## config.mk

```make
export PLATFORM = sky130hd
export DESIGN_NAME = mem_access_unit
export DESIGN_NICKNAME = d
export VERILOG_FILES = /design/src/rtl/mem_access_unit_pkg.sv /design/src/rtl/mem_access_unit_lane_align.sv /design/src/rtl/mem_access_unit.sv
export SDC_FILE = /design/constraint.sdc
export NUM_CORES = 1
export LEC_CHECK = 0
export ABC_AREA = 1
export CAP_MARGIN = 40
export CORE_AREA = 2 2 129 131
export CTS_CLUSTER_DIAMETER = 150
export DETAILED_ROUTE_END_ITERATION = 8
export DIE_AREA = 0 0 131 133
export GPL_TIMING_DRIVEN = 0
export PLACE_DENSITY = 0.84
export SLEW_MARGIN = 20
export SYNTH_ARGS = -nofsm -noshare
export SYNTH_HDL_FRONTEND = slang
export SYNTH_HIERARCHICAL = 1
export SYNTH_SLANG_ARGS = --single-unit
```

## constraint.sdc

```tcl
create_clock -name clk -period 2.4 [get_ports clk]
set_input_delay 0.48 -clock clk [delete_from_list [all_inputs] [get_ports clk]]
set_output_delay 0.48 -clock clk [all_outputs]
set_load 0.02 [all_outputs]
```

## src/rtl/mem_access_unit_pkg.sv

```systemverilog
// Shared definitions for the load/store initiator: access-size codes,
// FSM state encoding, the default memory depth and a lane-shift helper.
package mem_access_unit_pkg;

   localparam int MEM_WORDS_DEFAULT = 256;

   // Access size codes carried on req_size
   localparam logic [1:0] SZ_BYTE = 2'b00;
   localparam logic [1:0] SZ_HALF = 2'b01;
   localparam logic [1:0] SZ_WORD = 2'b10;
   localparam logic [1:0] SZ_RSVD = 2'b11;

   // FSM state encoding
   localparam logic [2:0] ST_IDLE   = 3'd0;
   localparam logic [2:0] ST_LOAD   = 3'd1;
   localparam logic [2:0] ST_STORE  = 3'd2;
   localparam logic [2:0] ST_RMW_RD = 3'd3;
   localparam logic [2:0] ST_RMW_WR = 3'd4;
   localparam logic [2:0] ST_RESP   = 3'd5;

   // Right-shift that brings a big-endian lane down to bit 0.
   // Byte offset o sits at bits [31-8o -: 8], so the shift is (3-o)*8;
   // halfword offset 0 sits at [31:16] (shift 16), offset 2 at [15:0].
   function automatic logic [4:0] lane_shift(input logic [1:0] offset,
                                             input logic [1:0] size);
      logic [4:0] sh;
      sh = 5'd0;
      case (size)
         SZ_BYTE: sh = {~offset, 3'b000};
         SZ_HALF: sh = {~offset[1], 4'b0000};
         default: sh = 5'd0;
      endcase
      return sh;
   endfunction

endpackage

```

## src/rtl/mem_access_unit_lane_align.sv

```systemverilog
// Combinational lane handling for big-endian sub-word accesses:
// extracts and extends a load lane, and merges store data into an old word.
module lane_align
   import mem_access_unit_pkg::*;
(
   input  logic [31:0] word,
   input  logic [1:0]  offset,
   input  logic [1:0]  size,
   input  logic        sign_ext,
   input  logic [31:0] new_data,
   output logic [31:0] ext_data,
   output logic [31:0] merged
);

   logic [4:0]  shift;
   logic [7:0]  byte_lane;
   logic [15:0] half_lane;
   logic [31:0] lane_mask;
   logic [31:0] mask;

   assign shift = lane_shift(offset, size);

   // Extract the addressed lane and sign- or zero-extend it to 32 bits
   always_comb begin
      byte_lane = 8'(word >> shift);
      half_lane = 16'(word >> shift);
      ext_data  = 32'h0;
      case (size)
         SZ_BYTE: ext_data = {{24{sign_ext & byte_lane[7]}}, byte_lane};
         SZ_HALF: ext_data = {{16{sign_ext & half_lane[15]}}, half_lane};
         SZ_WORD: ext_data = word;
         default: ext_data = 32'h0;
      endcase
   end

   // Replace only the addressed lane of the old word with right-aligned new data
   always_comb begin
      lane_mask = 32'h0;
      case (size)
         SZ_BYTE: lane_mask = 32'h0000_00FF;
         SZ_HALF: lane_mask = 32'h0000_FFFF;
         SZ_WORD: lane_mask = 32'hFFFF_FFFF;
         default: lane_mask = 32'h0;
      endcase
      mask   = lane_mask << shift;
      merged = (word & ~mask) | ((new_data << shift) & mask);
   end

endmodule

```

## src/rtl/mem_access_unit.sv

```systemverilog
// Load/store initiator between the CPU MEM stage and a word-addressed data
// memory. Byte/halfword stores are done as read-modify-write; loads return
// extended lane data; bad requests are answered with resp_err and never
// touch the memory.
//
// Handshake: a request transfers on a rising edge where req_valid and
// req_ready are both 1; req_ready is 1 only while idle, and the request
// fields are captured on that edge only. resp_valid is a single-cycle
// pulse with no backpressure; resp_rdata/resp_err are valid with it.
module mem_access_unit
   import mem_access_unit_pkg::*;
#(
   parameter int MEM_WORDS = MEM_WORDS_DEFAULT,
   parameter int ADDR_W    = 32
)(
   input  logic              clk,
   input  logic              rst_n,
   input  logic              req_valid,
   output logic              req_ready,
   input  logic              req_write,
   input  logic [1:0]        req_size,
   input  logic              req_signed,
   input  logic [ADDR_W-1:0] req_addr,
   input  logic [31:0]       req_wdata,
   output logic              resp_valid,
   output logic [31:0]       resp_rdata,
   output logic              resp_err,
   output logic              mem_ReadMem,
   output logic              mem_WriteMem,
   output logic [ADDR_W-1:0] mem_Addr,
   output logic [31:0]       mem_wData,
   input  logic [31:0]       mem_rData,
   output logic [2:0]        fsm_state
);

   logic [2:0]        state;
   logic [1:0]        lat_size;
   logic              lat_signed;
   logic [1:0]        lat_off;
   logic [31:0]       lat_wdata;

   logic [ADDR_W-1:0] word_idx;
   logic              acc_err;
   logic [31:0]       ext_data;
   logic [31:0]       merged;

   // Request checks evaluated on the incoming request so the error is known at acceptance
   always_comb begin
      word_idx = {2'b00, req_addr[ADDR_W-1:2]};
      acc_err  = 1'b0;
      if (req_size == SZ_HALF && req_addr[0])          acc_err = 1'b1;
      if (req_size == SZ_WORD && req_addr[1:0] != 2'b00) acc_err = 1'b1;
      if (req_size == SZ_RSVD)                         acc_err = 1'b1;
      if (word_idx >= ADDR_W'(MEM_WORDS))              acc_err = 1'b1;
   end

   lane_align u_lane_align (
      .word     (mem_rData),
      .offset   (lat_off),
      .size     (lat_size),
      .sign_ext (lat_signed),
      .new_data (lat_wdata),
      .ext_data (ext_data),
      .merged   (merged)
   );

   // Main access FSM plus captured request and response registers
   always_ff @(posedge clk) begin
      if (!rst_n) begin
         state      <= ST_IDLE;
         lat_size   <= SZ_BYTE;
         lat_signed <= 1'b0;
         lat_off    <= 2'b00;
         lat_wdata  <= 32'h0;
         mem_Addr   <= '0;
         mem_wData  <= 32'h0;
         resp_rdata <= 32'h0;
         resp_err   <= 1'b0;
      end else begin
         case (state)
            ST_IDLE: begin
               if (req_valid) begin
                  lat_size   <= req_size;
                  lat_signed <= req_signed;
                  lat_off    <= req_addr[1:0];
                  lat_wdata  <= req_wdata;
                  mem_Addr   <= word_idx;
                  resp_rdata <= 32'h0;
                  resp_err   <= acc_err;
                  if (acc_err) begin
                     state <= ST_RESP;
                  end else if (!req_write) begin
                     state <= ST_LOAD;
                  end else if (req_size == SZ_WORD) begin
                     mem_wData <= req_wdata;
                     state     <= ST_STORE;
                  end else begin
                     state <= ST_RMW_RD;
                  end
               end
            end
            ST_LOAD: begin
               resp_rdata <= ext_data;
               state      <= ST_RESP;
            end
            ST_STORE:  state <= ST_RESP;
            ST_RMW_RD: begin
               mem_wData <= merged;
               state     <= ST_RMW_WR;
            end
            ST_RMW_WR: state <= ST_RESP;
            ST_RESP:   state <= ST_IDLE;
            default:   state <= ST_IDLE;
         endcase
      end
   end

   // Enables are gated by rst_n so a reset edge can never commit a write
   assign mem_ReadMem  = rst_n & ((state == ST_LOAD)  | (state == ST_RMW_RD));
   assign mem_WriteMem = rst_n & ((state == ST_STORE) | (state == ST_RMW_WR));
   assign req_ready    = (state == ST_IDLE);
   assign resp_valid   = (state == ST_RESP);
   assign fsm_state    = state;

endmodule

```

==> impl_metrics.env <==
export IMPL_dieArea_um2=17420
export IMPL_worst_slack_ps=72.60
export IMPL_m1WireLength_mm=11.64
export IMPL_critical_path_class="flip-flop to primary output"
export IMPL_cts_tree="yes"
export IMPL_first_global_vias=8651
export IMPL_fmax_mhz=429.7
export IMPL_nNetsFinal=1611
export IMPL_final_cells=1737
export IMPL_overflow=0
export IMPL_cts_root_buffer_cell="clkbuf_16"
export IMPL_hpwl_mm=22.50
export IMPL_worstPathRequired_ps=1920
export IMPL_fin_util_pct=68.96
export IMPL_hold_path_class="flip-flop to flip-flop"
export IMPL_slew_headroom_pct=53.42
export IMPL_die_y_um=133
export IMPL_syn2layout_area_growth_pct=41.48
export IMPL_ios=207
export IMPL_coreArea_um2=16170
export IMPL_crit_path_start_kind="flip-flop"
export IMPL_synth_main_ff_cell="dfxtp_1"
export IMPL_synth_common_cells="409 x nand2_1, 163 x a21oi_1, 135 x dfxtp_1, 128 x inv_1, 112 x nand3_1"
export IMPL_antenna_found_initial=0
export IMPL_grt_setup_unrepaired="yes"
export IMPL_tightest_slew_ps=698.7
export IMPL_dr_pass1_iters=6
export IMPL_core_rowCount=47
export IMPL_synth_top_area_cell="dfxtp_1"
export IMPL_die_w_um=131
export IMPL_yosys_register_bits=135
export IMPL_path_clk_slew_ps=60
export IMPL_netlist_area_um2=7883
export IMPL_netlist_area_leader_share_pct=34.29
export IMPL_max_cap_violations=0
export IMPL_ys_warnings_count=6
export IMPL_setup_viol=0
export IMPL_async_flop_share_pct=0
export IMPL_wl_per_cell_um=16.90
export IMPL_insertion_delay_ps=430
export IMPL_drc=0
export IMPL_ir_drop_v=0.0005347
export IMPL_fill_cells=1469
export IMPL_h_tree_depth=4
export IMPL_skew_ps=6.784
export IMPL_synth_distinct_cells=39
export IMPL_drtAntennaViolNets=0
export IMPL_period_minus_slack_ps=2327
export IMPL_placedCellCount=1697
export IMPL_grt_usage_pct=33.16
export IMPL_cts_sinks=135
export IMPL_slew_viol_final=0
export IMPL_netlist_top_cells_area="dfxtp_1 34%, nand2_1 19%, a21oi_1 10%"
export IMPL_status="completed"
export IMPL_yosysSeqAreaShare_pct=34.29
export IMPL_cts_buffer_depth=2
export IMPL_initial_utilization_pct=48.74
export IMPL_top_layer_used="met4"
export IMPL_power_total_mw=8.668
export IMPL_wl_met2_mm=13.92
export IMPL_p_per_area_nw_per_um2=777.3
export IMPL_num_vias=9278
export IMPL_finalHoldViolations=0
export IMPL_synth_most_common_cell="nand2_1"
export IMPL_end_kind="primary output"
export IMPL_avgSynthCellArea_um2=6.197
export IMPL_drt_iter0_markers=912
export IMPL_gp_congestion=0.9960
export IMPL_diodes=0
export IMPL_portBuffers=204
export IMPL_grt_max_degree=17
export IMPL_routed_wl_mm=29.36
export IMPL_leakage_nw=4.791
export IMPL_synth_enable_flop_cells=0
export IMPL_syn_inst=1272
export IMPL_dp_worst_setup_slack_ps=-386.4
export IMPL_drive_gt1_share_pct=9.954
export IMPL_crit_fanout=6
export IMPL_arrival_ps=1850
export IMPL_met3_length_mm=2.671
export IMPL_via_per_inst=5.341
export IMPL_cts_inserted_buffers=17
export IMPL_grt_pass1_wl_mm=44.55
export IMPL_fin_crit_sh_pct=96.98
[worst max-delay path, stage by stage, from the launching register on]
cell	delay [ps]
dfxtp_1	370
nor2_2	190
nand2_2	100
inv_2	110
clkdlybuf4s50_1	640
[routing by layer]
| metal | vias up | GRT usage (%) |
|---|---|---|
| li1 | 4507 | - |
| met1 | 4241 | 40.40 |
| met2 | 452 | 54.55 |
| met3 | 78 | 8.451 |
| met4 | 0 | 15.07 |
| met5 | - | 0 |
[power by group]
part | switching [mW] | internal, mW | leakage [nW]
sequential | 0.118 | 2.43 | 1.10
combinational | 1.94 | 1.24 | 3.38
clock | 1.05 | 1.90 | 0.313
[placed cells by master, fill, tap and decap left out, drive strengths merged, types with 7 or more instances in the layout]
| cell type | netlist | final |
|---|---|---|
| buf | 56 | 65 |
| o211ai | 7 | 7 |
| nor2 | 92 | 92 |
| o21ai | 92 | 92 |
| inv | 138 | 138 |
| nand3 | 116 | 116 |
| clkbuf | 35 | 55 |
| a21oi | 165 | 165 |
| clkdlybuf4s50 | 0 | 202 |
| nand2 | 415 | 415 |
| dfxtp | 135 | 135 |
[repair_timing]
action                                  4_1_cts  5_1_grt
hold buffers                                  0        0
endpoints found under the setup margin       26       32
cloned                                        0        1
gates resized for setup                      27       67
buffers inserted                              1        8
pin swaps                                     0        9
[path summary, 6_finish.rpt]
| kind | from | endpoint | slack, ps | cells after the start |
|---|---|---|---|---|
| max | fsm_state[1] | req_ready | 70 | 4 |
| min | mem_Addr[22] | mem_Addr[22] | 460 | 2 |
| min reg2reg | mem_Addr[22] | mem_Addr[22] | 460 | 2 |
| max reg2reg | lat_size[1] | mem_wData[27] | 100 | 16 |
[logic make-up after synthesis]
kind of cell               Yosys count  share of synthesized area, %
adders and majority gates            4                        0.6349
and+or+nand+nor                    628                         33.35
other                                1                       0.04757
DFF                                135                         34.29
buffers and inverters              229                         13.21
AOI/OAI and AO/OA                  275                         18.48
[state kept, by name, summed over array words and instances (netlist names)]
register and cells:
lat_wdata 32, resp_err 1, lat_off 2, mem_Addr 30, fsm_state 3, lat_size 2, mem_wData 32, lat_signed 1
resp_rdata 32
[cell type report]
class	instances	area, um^2	share of cell area (%)
buffer	89	583.1	5.228
clock inverter	11	196.4	1.761
sequential	135	2708	24.28
multi-input combinational	909	4265	38.25
tap	220	275.3	2.468
clock buffer	21	460.4	4.129
inverter	138	528.0	4.735
timing repair buffer	214	2136	19.15
[through the flow]
step	TNS, ps	hold slack, ps	cell area, um^2
after global placement	-2128	448.9	10200
after global routing	-177.6	484.1	11150
after floorplan	0	443.6	7886
after CTS	0	463.4	10920
final	0	461.0	11150
after detailed placement	-3142	454.1	10200
Power figures use the tool's default switching activity.
